===== src/rtl/subtractor_32_serial_pkg.sv =====
// Package sub_pkg: shared defaults and FSM encoding for the digit-serial
// subtractor.
//   WIDTH_DEF / DIGIT_W_DEF : default operand width and digit width
//   N_DEF / CNT_W_DEF       : default digit count and digit-counter width
//   state_t                 : IDLE / RUN / DONE
package sub_pkg;
  localparam int WIDTH_DEF   = 32;
  localparam int DIGIT_W_DEF = 4;
  localparam int N_DEF       = WIDTH_DEF / DIGIT_W_DEF;
  localparam int CNT_W_DEF   = $clog2(N_DEF);

  typedef enum logic [1:0] {
    S_IDLE = 2'd0,
    S_RUN  = 2'd1,
    S_DONE = 2'd2
  } state_t;
endpackage


===== src/rtl/subtractor_32_serial_full_subtractor.sv =====
// full_subtractor: 1-bit subtract cell, {b_out, d} = a - b - b_in.
//   a, b, b_in : minuend bit, subtrahend bit, borrow in
//   d, b_out   : difference bit, borrow out
module full_subtractor (
  input  logic a,
  input  logic b,
  input  logic b_in,
  output logic d,
  output logic b_out
);
  assign d     = a ^ b ^ b_in;
  // Borrow when a=0,b=1, or when a==b and a borrow arrives from below.
  assign b_out = (~a & b) | (~(a ^ b) & b_in);
endmodule


===== src/rtl/subtractor_32_serial.sv =====
// subtractor_32_serial: digit-serial D = A - B - BorrowIn, DIGIT_W bits per
// clock, LSB digit first, borrow carried between digits in a flop.
// Ports:
//   clk, reset           : clock, synchronous active-high reset
//   start                : request, accepted when not busy (IDLE or DONE)
//   A, B, BorrowIn       : operands, latched on the accepting cycle
//   busy                 : high during the N RUN cycles
//   done                 : one-cycle pulse, D/BorrowOut valid from then on
//   D, BorrowOut         : difference mod 2^WIDTH, borrow out (A < B+BorrowIn)
//   Zero, Negative, Overflow : result flags, present only when the macro
//                          SUB_FLAGS_EN is defined
module subtractor_32_serial
  import sub_pkg::*;
#(
  parameter int WIDTH   = WIDTH_DEF,
  parameter int DIGIT_W = DIGIT_W_DEF
) (
  input  logic             clk,
  input  logic             reset,
  input  logic             start,
  input  logic [WIDTH-1:0] A,
  input  logic [WIDTH-1:0] B,
  input  logic             BorrowIn,
  output logic             busy,
  output logic             done,
  output logic [WIDTH-1:0] D,
`ifdef SUB_FLAGS_EN
  output logic             Zero,
  output logic             Negative,
  output logic             Overflow,
`endif
  output logic             BorrowOut
);
  localparam int N     = WIDTH / DIGIT_W;
  localparam int CNT_W = (N > 1) ? $clog2(N) : 1;
  // Partial-result register holds the N-1 digits produced before the last.
  localparam int RES_W = (N > 1) ? WIDTH - DIGIT_W : 1;
  localparam logic [CNT_W-1:0] LAST = CNT_W'(N - 1);

  if ((WIDTH % DIGIT_W) != 0) begin : g_bad_digit
    $error("subtractor_32_serial: DIGIT_W must divide WIDTH");
  end

  state_t             r_state;
  logic [CNT_W-1:0]   r_cnt;
  logic [WIDTH-1:0]   r_a;
  logic [WIDTH-1:0]   r_b;
  logic               r_borrow;
  logic [RES_W-1:0]   r_res;
  logic               r_busy;
  logic               r_done;
  logic [WIDTH-1:0]   r_d;
  logic               r_bout;
`ifdef SUB_FLAGS_EN
  logic               r_a_msb;
  logic               r_b_msb;
  logic               r_zero;
  logic               r_neg;
  logic               r_ovf;
`endif

  logic [DIGIT_W-1:0] w_d;
  logic [DIGIT_W:0]   w_bchain;
  logic [WIDTH-1:0]   w_full;

  // Ripple chain for the current digit; operand registers shift right so the
  // active digit always sits in the low DIGIT_W bits.
  assign w_bchain[0] = r_borrow;
  for (genvar gi = 0; gi < DIGIT_W; gi++) begin : g_fs
    full_subtractor u_fs (
      .a    (r_a[gi]),
      .b    (r_b[gi]),
      .b_in (w_bchain[gi]),
      .d    (w_d[gi]),
      .b_out(w_bchain[gi+1])
    );
  end

  // New digit enters at the top; on the last digit this is the full result.
  if (N > 1) begin : g_multi
    assign w_full = {w_d, r_res};
  end else begin : g_single
    assign w_full = w_d;
  end

  always_ff @(posedge clk) begin
    if (reset) begin
      r_state  <= S_IDLE;
      r_cnt    <= '0;
      r_a      <= '0;
      r_b      <= '0;
      r_borrow <= 1'b0;
      r_res    <= '0;
      r_busy   <= 1'b0;
      r_done   <= 1'b0;
      r_d      <= '0;
      r_bout   <= 1'b0;
`ifdef SUB_FLAGS_EN
      r_a_msb  <= 1'b0;
      r_b_msb  <= 1'b0;
      r_zero   <= 1'b0;
      r_neg    <= 1'b0;
      r_ovf    <= 1'b0;
`endif
    end else begin
      case (r_state)
        S_IDLE, S_DONE: begin
          r_done <= 1'b0;
          if (start) begin
            r_a      <= A;
            r_b      <= B;
            // Preloading the borrow flop makes digit 0 use BorrowIn.
            r_borrow <= BorrowIn;
            r_cnt    <= '0;
            r_busy   <= 1'b1;
            r_state  <= S_RUN;
`ifdef SUB_FLAGS_EN
            r_a_msb  <= A[WIDTH-1];
            r_b_msb  <= B[WIDTH-1];
`endif
          end else begin
            r_state <= S_IDLE;
          end
        end
        S_RUN: begin
          r_a      <= r_a >> DIGIT_W;
          r_b      <= r_b >> DIGIT_W;
          r_borrow <= w_bchain[DIGIT_W];
          r_res    <= w_full[WIDTH-1 -: RES_W];
          if (r_cnt == LAST) begin
            r_cnt   <= '0;
            r_busy  <= 1'b0;
            r_done  <= 1'b1;
            r_state <= S_DONE;
            r_d     <= w_full;
            r_bout  <= w_bchain[DIGIT_W];
`ifdef SUB_FLAGS_EN
            r_zero  <= (w_full == '0);
            r_neg   <= w_full[WIDTH-1];
            r_ovf   <= (r_a_msb != r_b_msb) && (w_full[WIDTH-1] != r_a_msb);
`endif
          end else begin
            r_cnt <= r_cnt + 1'b1;
          end
        end
        default: begin
          r_state <= S_IDLE;
          r_busy  <= 1'b0;
          r_done  <= 1'b0;
        end
      endcase
    end
  end

  assign busy      = r_busy;
  assign done      = r_done;
  assign D         = r_d;
  assign BorrowOut = r_bout;
`ifdef SUB_FLAGS_EN
  assign Zero      = r_zero;
  assign Negative  = r_neg;
  assign Overflow  = r_ovf;
`endif
endmodule


===== config.mk =====
export PLATFORM = sky130hd
export DESIGN_NAME = subtractor_32_serial
export DESIGN_NICKNAME = d
export VERILOG_FILES = /design/src/rtl/subtractor_32_serial_pkg.sv /design/src/rtl/subtractor_32_serial_full_subtractor.sv /design/src/rtl/subtractor_32_serial.sv
export SDC_FILE = /design/constraint.sdc
export NUM_CORES = 1
export LEC_CHECK = 0
export ABC_AREA = 1
export CELL_PAD_IN_SITES_DETAIL_PLACEMENT = 1
export CELL_PAD_IN_SITES_GLOBAL_PLACEMENT = 1
export CORE_ASPECT_RATIO = 1.75
export CORE_MARGIN = 5
export CORE_UTILIZATION = 40
export DETAILED_ROUTE_END_ITERATION = 12
export GPL_TIMING_DRIVEN = 0
export MAX_ROUTING_LAYER = met4
export PLACE_DENSITY = 0.94
export SLEW_MARGIN = 5
export SYNTH_ARGS = -nofsm -noshare
export SYNTH_HDL_FRONTEND = slang
export SYNTH_SLANG_ARGS = --single-unit

===== constraint.sdc =====
create_clock -name clk -period 5.5 [get_ports clk]
set_input_delay 0.825 -clock clk [delete_from_list [all_inputs] [get_ports clk]]
set_output_delay 0.825 -clock clk [all_outputs]
set_load 0.005 [all_outputs]

* After elaboration in Yosys (flattened, before gate mapping)
Cells that the tools add are included.
** Operators by class
- Add/subtract/negate cells :: 1
- Eq/ne operators :: 5
- Mux-type cells :: 15
- Bitwise operators :: 29
- Reduce and logical (&&, ||, !) cells :: 7
** Operator list (count)
- $pmux W32 S2 :: 2
- $mux W32 :: 2
- $not A1 Y1 :: 9
- $and A1 B1 Y1 :: 8
- $xor A1 B1 Y1 :: 8
- $mux W3 :: 2
- $pmux W3 S2 :: 1
- $reduce_and A2 Y1 :: 3
- $mux W1 :: 4
- $ne A2 B2 Y1 const B :: 2
- $or A1 B1 Y1 :: 4
- $pmux W1 S2 :: 2
- $pmux W2 S2 :: 1
- $reduce_or A2 Y1 :: 2
- $add A3 B1 Y3 const B :: 1
- $eq A3 B3 Y1 const B :: 1
- $eq A2 B1 Y1 const B :: 1
- $eq A2 B2 Y1 const B :: 1
- $logic_not A2 Y1 :: 1
- $mux W2 :: 1
- $reduce_bool A2 Y1 :: 1
** Storage, ports and cells
- Register bits :: 133
- Input port bits :: 68
- Output and inout bits :: 35
- Word-level logic and storage cells :: 67

* Logic depth before layout (Yosys ltp)
- Depth in word-level cells :: 11
- Gate-level depth with buffers :: 11
- Depth with buffers taken out :: 11

* Modules after synthesis
A second synthesis with hierarchy kept.
** Unflattened totals
- Cells, all modules :: 913
- Area total of the unflattened synthesis :: 6377.4 um2
** By module, submodules not included
- subtractor_32_serial :: times used 1, cells each 898, area an instance 6256.0 um2, seq. area each 2662.6 um2
- full_subtractor at g_fs[0].u_fs ... :: times used 3, cells each 4, area an instance 31.3 um2, seq. area each 0.0 um2
- full_subtractor at g_fs[3].u_fs :: times used 1, cells each 3, area an instance 27.5 um2, seq. area each 0.0 um2

* Worst setup path before layout
Ideal clock, no wire load.
- Path kind :: reg2reg
- From :: register r_borrow
- To :: register r_res[27]
- Setup time :: 0.116 ns
- Data arrival time :: 2.097 ns
- Data required time :: 5.384 ns
- Path slack :: 3.287 ns
- Cell stages (with the launch flop) :: 10
- Path buffers :: 0
- Period minus slack after synthesis :: 2.213 ns
- Path through :: dfxtp_1 > inv_1 > fa_1 > inv_1 > fa_1 > fa_1 > inv_1 > fa_1 > o21ai_0 > nor2_1
** Between the ends
- Cells in the longest elaborated chain, start to end :: 7
** Ends and longest elaborated chain
- from (decl) :: line subtractor_32_serial.sv:48 : logic r_borrow;
- from (signal assigned) :: line subtractor_32_serial.sv:113 : r_borrow <= BorrowIn;
- from (signal assigned) :: line subtractor_32_serial.sv:128 : r_borrow <= w_bchain[DIGIT_W];
- $and A1 B1 Y1 :: line subtractor_32_serial_full_subtractor.sv:13 : assign b_out = (~a & b) | (~(a ^ b) & b_in);
- $or A1 B1 Y1 :: line subtractor_32_serial_full_subtractor.sv:13
- $and A1 B1 Y1 :: line subtractor_32_serial_full_subtractor.sv:13
- $or A1 B1 Y1 :: line subtractor_32_serial_full_subtractor.sv:13
- $and A1 B1 Y1 :: line subtractor_32_serial_full_subtractor.sv:13
- $or A1 B1 Y1 :: line subtractor_32_serial_full_subtractor.sv:13
- $xor A1 B1 Y1 :: line subtractor_32_serial_full_subtractor.sv:11 : assign d = a ^ b ^ b_in;
- via g_fs[3].u_fs.d :: line subtractor_32_serial_full_subtractor.sv:8 : output logic d,
- to (signal assigned) :: line subtractor_32_serial.sv:129 : r_res <= w_full[WIDTH-1 -: RES_W];
- to (decl) :: line subtractor_32_serial.sv:49 : logic [RES_W-1:0] r_res;
The timed path passes the listed nets, and every way through them passes these cells.
A chain may end at the register's enable or synchronous reset.

* Worst setup path in the final report
- From :: register r_b[0]
- To :: register r_res[27]
** Between the ends
- Cells in the longest elaborated chain, start to end :: 9
- Elaborated cells on any way between the ends :: 10
- Classes of those cells :: bitwise (10)
** Ends and longest elaborated chain
- from (decl) :: line subtractor_32_serial.sv:47 : logic [WIDTH-1:0] r_b;
- from (signal assigned) :: line subtractor_32_serial.sv:127 : r_b <= r_b >> DIGIT_W;
- $xor A1 B1 Y1 :: line subtractor_32_serial_full_subtractor.sv:13
- $not A1 Y1 :: line subtractor_32_serial_full_subtractor.sv:13
- $and A1 B1 Y1 :: line subtractor_32_serial_full_subtractor.sv:13
- $or A1 B1 Y1 * :: line subtractor_32_serial_full_subtractor.sv:13
- $and A1 B1 Y1 * :: line subtractor_32_serial_full_subtractor.sv:13
- $or A1 B1 Y1 * :: line subtractor_32_serial_full_subtractor.sv:13
- $and A1 B1 Y1 * :: line subtractor_32_serial_full_subtractor.sv:13
- $or A1 B1 Y1 * :: line subtractor_32_serial_full_subtractor.sv:13
- $xor A1 B1 Y1 * :: line subtractor_32_serial_full_subtractor.sv:11
- via g_fs[3].u_fs.d :: line subtractor_32_serial_full_subtractor.sv:8
The timed path passes the listed nets; every way through them passes the cells marked *.

==> impl.org <==
** Power
- The internal power of the cells totals ~1.8 mW.
- Power Dens Cells :: around 340 mW/mm^2
- Leakage power figure :: roughly 3.3 nW
- In this run, the combinational gates consume between 10% and 20% of the power.
- For this design the total switching power over the nets is 0.678 mW.
- Fraction of power consumed by the clock network :: between 40% and 50%
- Fraction of power consumed by sequential logic :: between 40% and 50%
- IR analysis of the VDD net gives a maximum drop of roughly 0.25 mV.
- Net switching is between 20% and 30% of the power.

** Critical path
- Largest fanout of any net on the critical path :: 2
- Capturing element type of the critical path :: flip-flop
- Among all stages on the critical path, the largest delay is contributed by fa_1.
- Required time worst endpoint :: between 5 and 6 ns
- The cell that appears most often on the critical path is fa_1.
- STA classifies the critical path startpoint as a flip-flop.
- Crit-path cells :: inv_1, fa_1, inv_1, fa_1, fa_1, inv_1, fa_1, o21ai_0, nor2_1
- Together, buffers and inverters on the worst path number 3.
- Data arrives at the worst endpoint at 2.92 ns.
- Critical path class :: reg2reg
- The cell family contributing the most delay on the critical path is adder cells.
- Crit path largest cell delay :: around 0.47 ns

** Routing
- Wires add up to about 19000 um.
- For this block, wires on met1 add up to 6590 um.
- In this run, the number of DRC markers left after iteration 0 of detailed routing was a little over 200.
- Per-cell via count in the routed design :: 5.18
- In the routed design, unresolved DRC markers number 0.
- Number of nets with antenna violations after detailed routing :: 0
- Met2 routed WL :: 10200 um
- Average wire per cell in the routed design :: approximately 17 um
- Detail Route met3 WL :: roughly 700 um
- First-pass iteration count of the detailed router :: 4
- Across all layers, the routed design uses between 5000 and 6000 vias.
- Max Used Layer :: met4

** Placement
- In this run the tool buffered the top-level ports with ~100 buffer cells.
- Before CTS, the worst setup slack after placement is a little over 3 ns.
- After detailed placement, the total cell area comes to 0.00678 mm^2.
- Final HPWL DP :: between 10000 and 15000 um
- Gp weighted congestion :: between 0.8 and 0.9

** Die
- Once the floorplan was initialized, standard cells occupied between 40% and 50% of the core.
- The floorplan has 57 rows.
- Die outline area :: ~0.016 mm^2
- The floorplan step set the die height to approximately 170 um.
- Number of top-level pins :: around 100
- From left edge to right edge, the die measures 99.0 um.
- The region available for standard cell placement spans between 0.01 and 0.015 mm^2.

** Timing
- Number of endpoints with negative hold slack in the final report :: 0
- The worst path uses approximately 47% of the clock period.
- The worst path needs ~2.6 ns of the cycle, external delays included.
- Skew final :: around 0.0052 ns
- Setup repair after global routing missed its margin :: false
- Across all setup checks in the final design, the least slack found is ~2.9 ns.
- Tightest slew margin relative to the limit :: 62.3%
- Static timing analysis puts the maximum clock frequency at roughly 380 MHz.
- At the pin with the least slew margin, the transition time is 0.566 ns.
- Count of final setup violators :: 0
- Summed over all failing endpoints, the final setup total negative slack is 0 ns.
- The total count of max-transition violations in the final report is 0.

** Synth
- Of all cell types, the one taking the most synthesized area is dfxtp_1.
- Share of the synthesized area in the top cell type :: ~48%
- Summing every instance area after synthesis gives roughly 0.0056 mm^2.
- The cell count after synthesis came out at 780.
- Among all flip-flop cells after synthesis, the most frequent one is dfxtp_1.
- Number of enable-type register cells in the synthesized netlist :: 0
- Number of nets produced by synthesis :: between 800 and 900
- A synthesized cell averages about 7.1 um^2.
- Flops & latches, synth :: roughly 130
- Counting distinct cell types in the post-synthesis netlist gives 20.
- After synthesis, the cell types taking the most area are dfxtp_1 (48%), nor2_1 (16%), nand3_1 (6.4%).
- For this run, the number of Yosys warnings is 0.
- After synthesis, flip-flops and latches occupy between 40% and 50% of the total area.
- FFs w/ async S/R, synth :: 0%

** Job
- The tool flagged a number of max-cap violations equal to 0.

** Global route
- Maximum number of pins on one net before global-route repair :: 17
- For this run, the total global-route usage over all layers was measured as approximately a quarter.
- The number of antenna violations at the first check in global routing is 0.
- Wire length of the first global-routing pass :: between 30000 and 40000 um
- The via count of the first global-routing pass was just over 6000.
- Summed over all layers, the global routing overflow is 0.

** Layout
- Most common cell after layout, fill and taps aside :: nor2_1
- The repair_antennas step left the layout with diodes totalling 0.
- At the end of the flow, the number of nets in the layout was between 900 and 1000.
- From synthesis to final layout, the design area changed by 32.0%.
- Commonest non-fill, non-tap cells in the layout :: nor2_1 (231), dfxtp_1 (133), clkdlybuf4s50_1 (101)
- Fraction of layout cells with a size suffix above 1 :: under 10%
- After routing the design area is 0.00733 mm^2.

** CTS
- The clock passes through at most 2 buffers.
- Post-CTS setup repair buffer count :: 0
- Number of H-tree branching levels :: 4
- Hold_buf cts :: 0
- TritonCTS built the clock tree.
- Total CTS buffers :: 17
- Clock latency on the worst-skew pair :: around 0.42 ns
- The tree built by TritonCTS fans out to around 130 sinks.
- The tree is rooted in a clkbuf_16.
- Clock-pin slew of the registers on the worst-case setup and hold paths :: approximately 0.060 ns
- After clock tree synthesis, the repair step resized 0 gates.

** Worst hold path
- Class of the worst hold path :: reg2reg

** Status
- The flow ran to the end, and the final reports show no timing, DRC or antenna violations.
[metrics by stage]
step	util, %	cells	hold slack, ns	power, mW
after floorplan	-	780	0.451	1.29
after global placement	49.3	1058	0.463	1.40
after detailed placement	49.3	1058	0.480	1.42
after CTS	53.2	1089	0.490	2.49
after global routing	53.2	1089	0.514	2.58
final	53.2	1089	0.488	2.49
[path summary, 6_finish.rpt]
| kind | start | to | slack (ns) | cells after the start |
|---|---|---|---|---|
| hold reg to reg | r_a[29] | r_a[29] | 0.49 | 2 |
| hold / removal | r_a[29] | r_a[29] | 0.49 | 2 |
| setup reg to reg | r_b[0] | r_res[27] | 2.90 | 9 |
| setup / recovery | r_b[0] | r_res[27] | 2.90 | 9 |
[worst reg2reg max path, cell delays in order (launching register included)]
cell and delay (ns):
dfxtp_1 0.36, inv_1 0.14, fa_1 0.22, inv_1 0.08, fa_1 0.47, fa_1 0.44
inv_1 0.10, fa_1 0.44, o21ai_0 0.19, nor2_1 0.05
[synthesized netlist by cell type (2+ instances only)]
library cell / instances
nand3_1: 71
o21ai_0: 29
clkbuf_1: 24
nor3_1: 58
fa_1: 4
a21oi_1: 14
buf_1: 2
nand2_1: 80
ha_1: 2
o21bai_1: 29
nor2_1: 231
buf_2: 22
buf_4: 4
inv_2: 4
dfxtp_1: 133
inv_1: 69
[registers in the layout, indices dropped and copies added, names as in the netlist, 2 cells and up]
name	flops
r_b	32
r_res	28
r_a	32
D	32
r_state	2
r_cnt	3
[final cells by class]
class,instances,area (um^2)
multi-input combinational,522,2380
clock inverter,10,82.6
sequential,133,2660
fill,1727,6440
clock buffer,21,460
tap,177,221
inverter,73,274
buffer,52,238
timing repair buffer,101,1010
[layer usage]
| layer | GRT usage, % | up-vias |
|---|---|---|
| met3 | 4.41 | 85 |
| met4 | 14.8 | 0 |
| met5 | - | - |
| met1 | 22.7 | 2713 |
| li1 | - | 2690 |
| met2 | 43.2 | 156 |
[cell families (layout without fill, tap and decap cells)]
kind of cell	Yosys count	count (layout)	synth area share, %
DFF	133	133	48.0
adders and majority gates	6	6	1.89
AOI/OAI and AO/OA	73	73	7.89
buffers and inverters	125	257	9.22
and+or+nand+nor	443	443	33.0
[power groups by stage]
stage	clock network [mW]	logic, mW	registers [mW]
2_1_floorplan	0	0.206	1.08
3_3_place_gp	0	0.313	1.09
3_5_place_dp	0	0.329	1.09
4_1_cts	1.07	0.344	1.08
5_1_grt	1.11	0.383	1.08
6_report	1.07	0.343	1.08
Note: power is estimated with default switching activity, not from simulation.
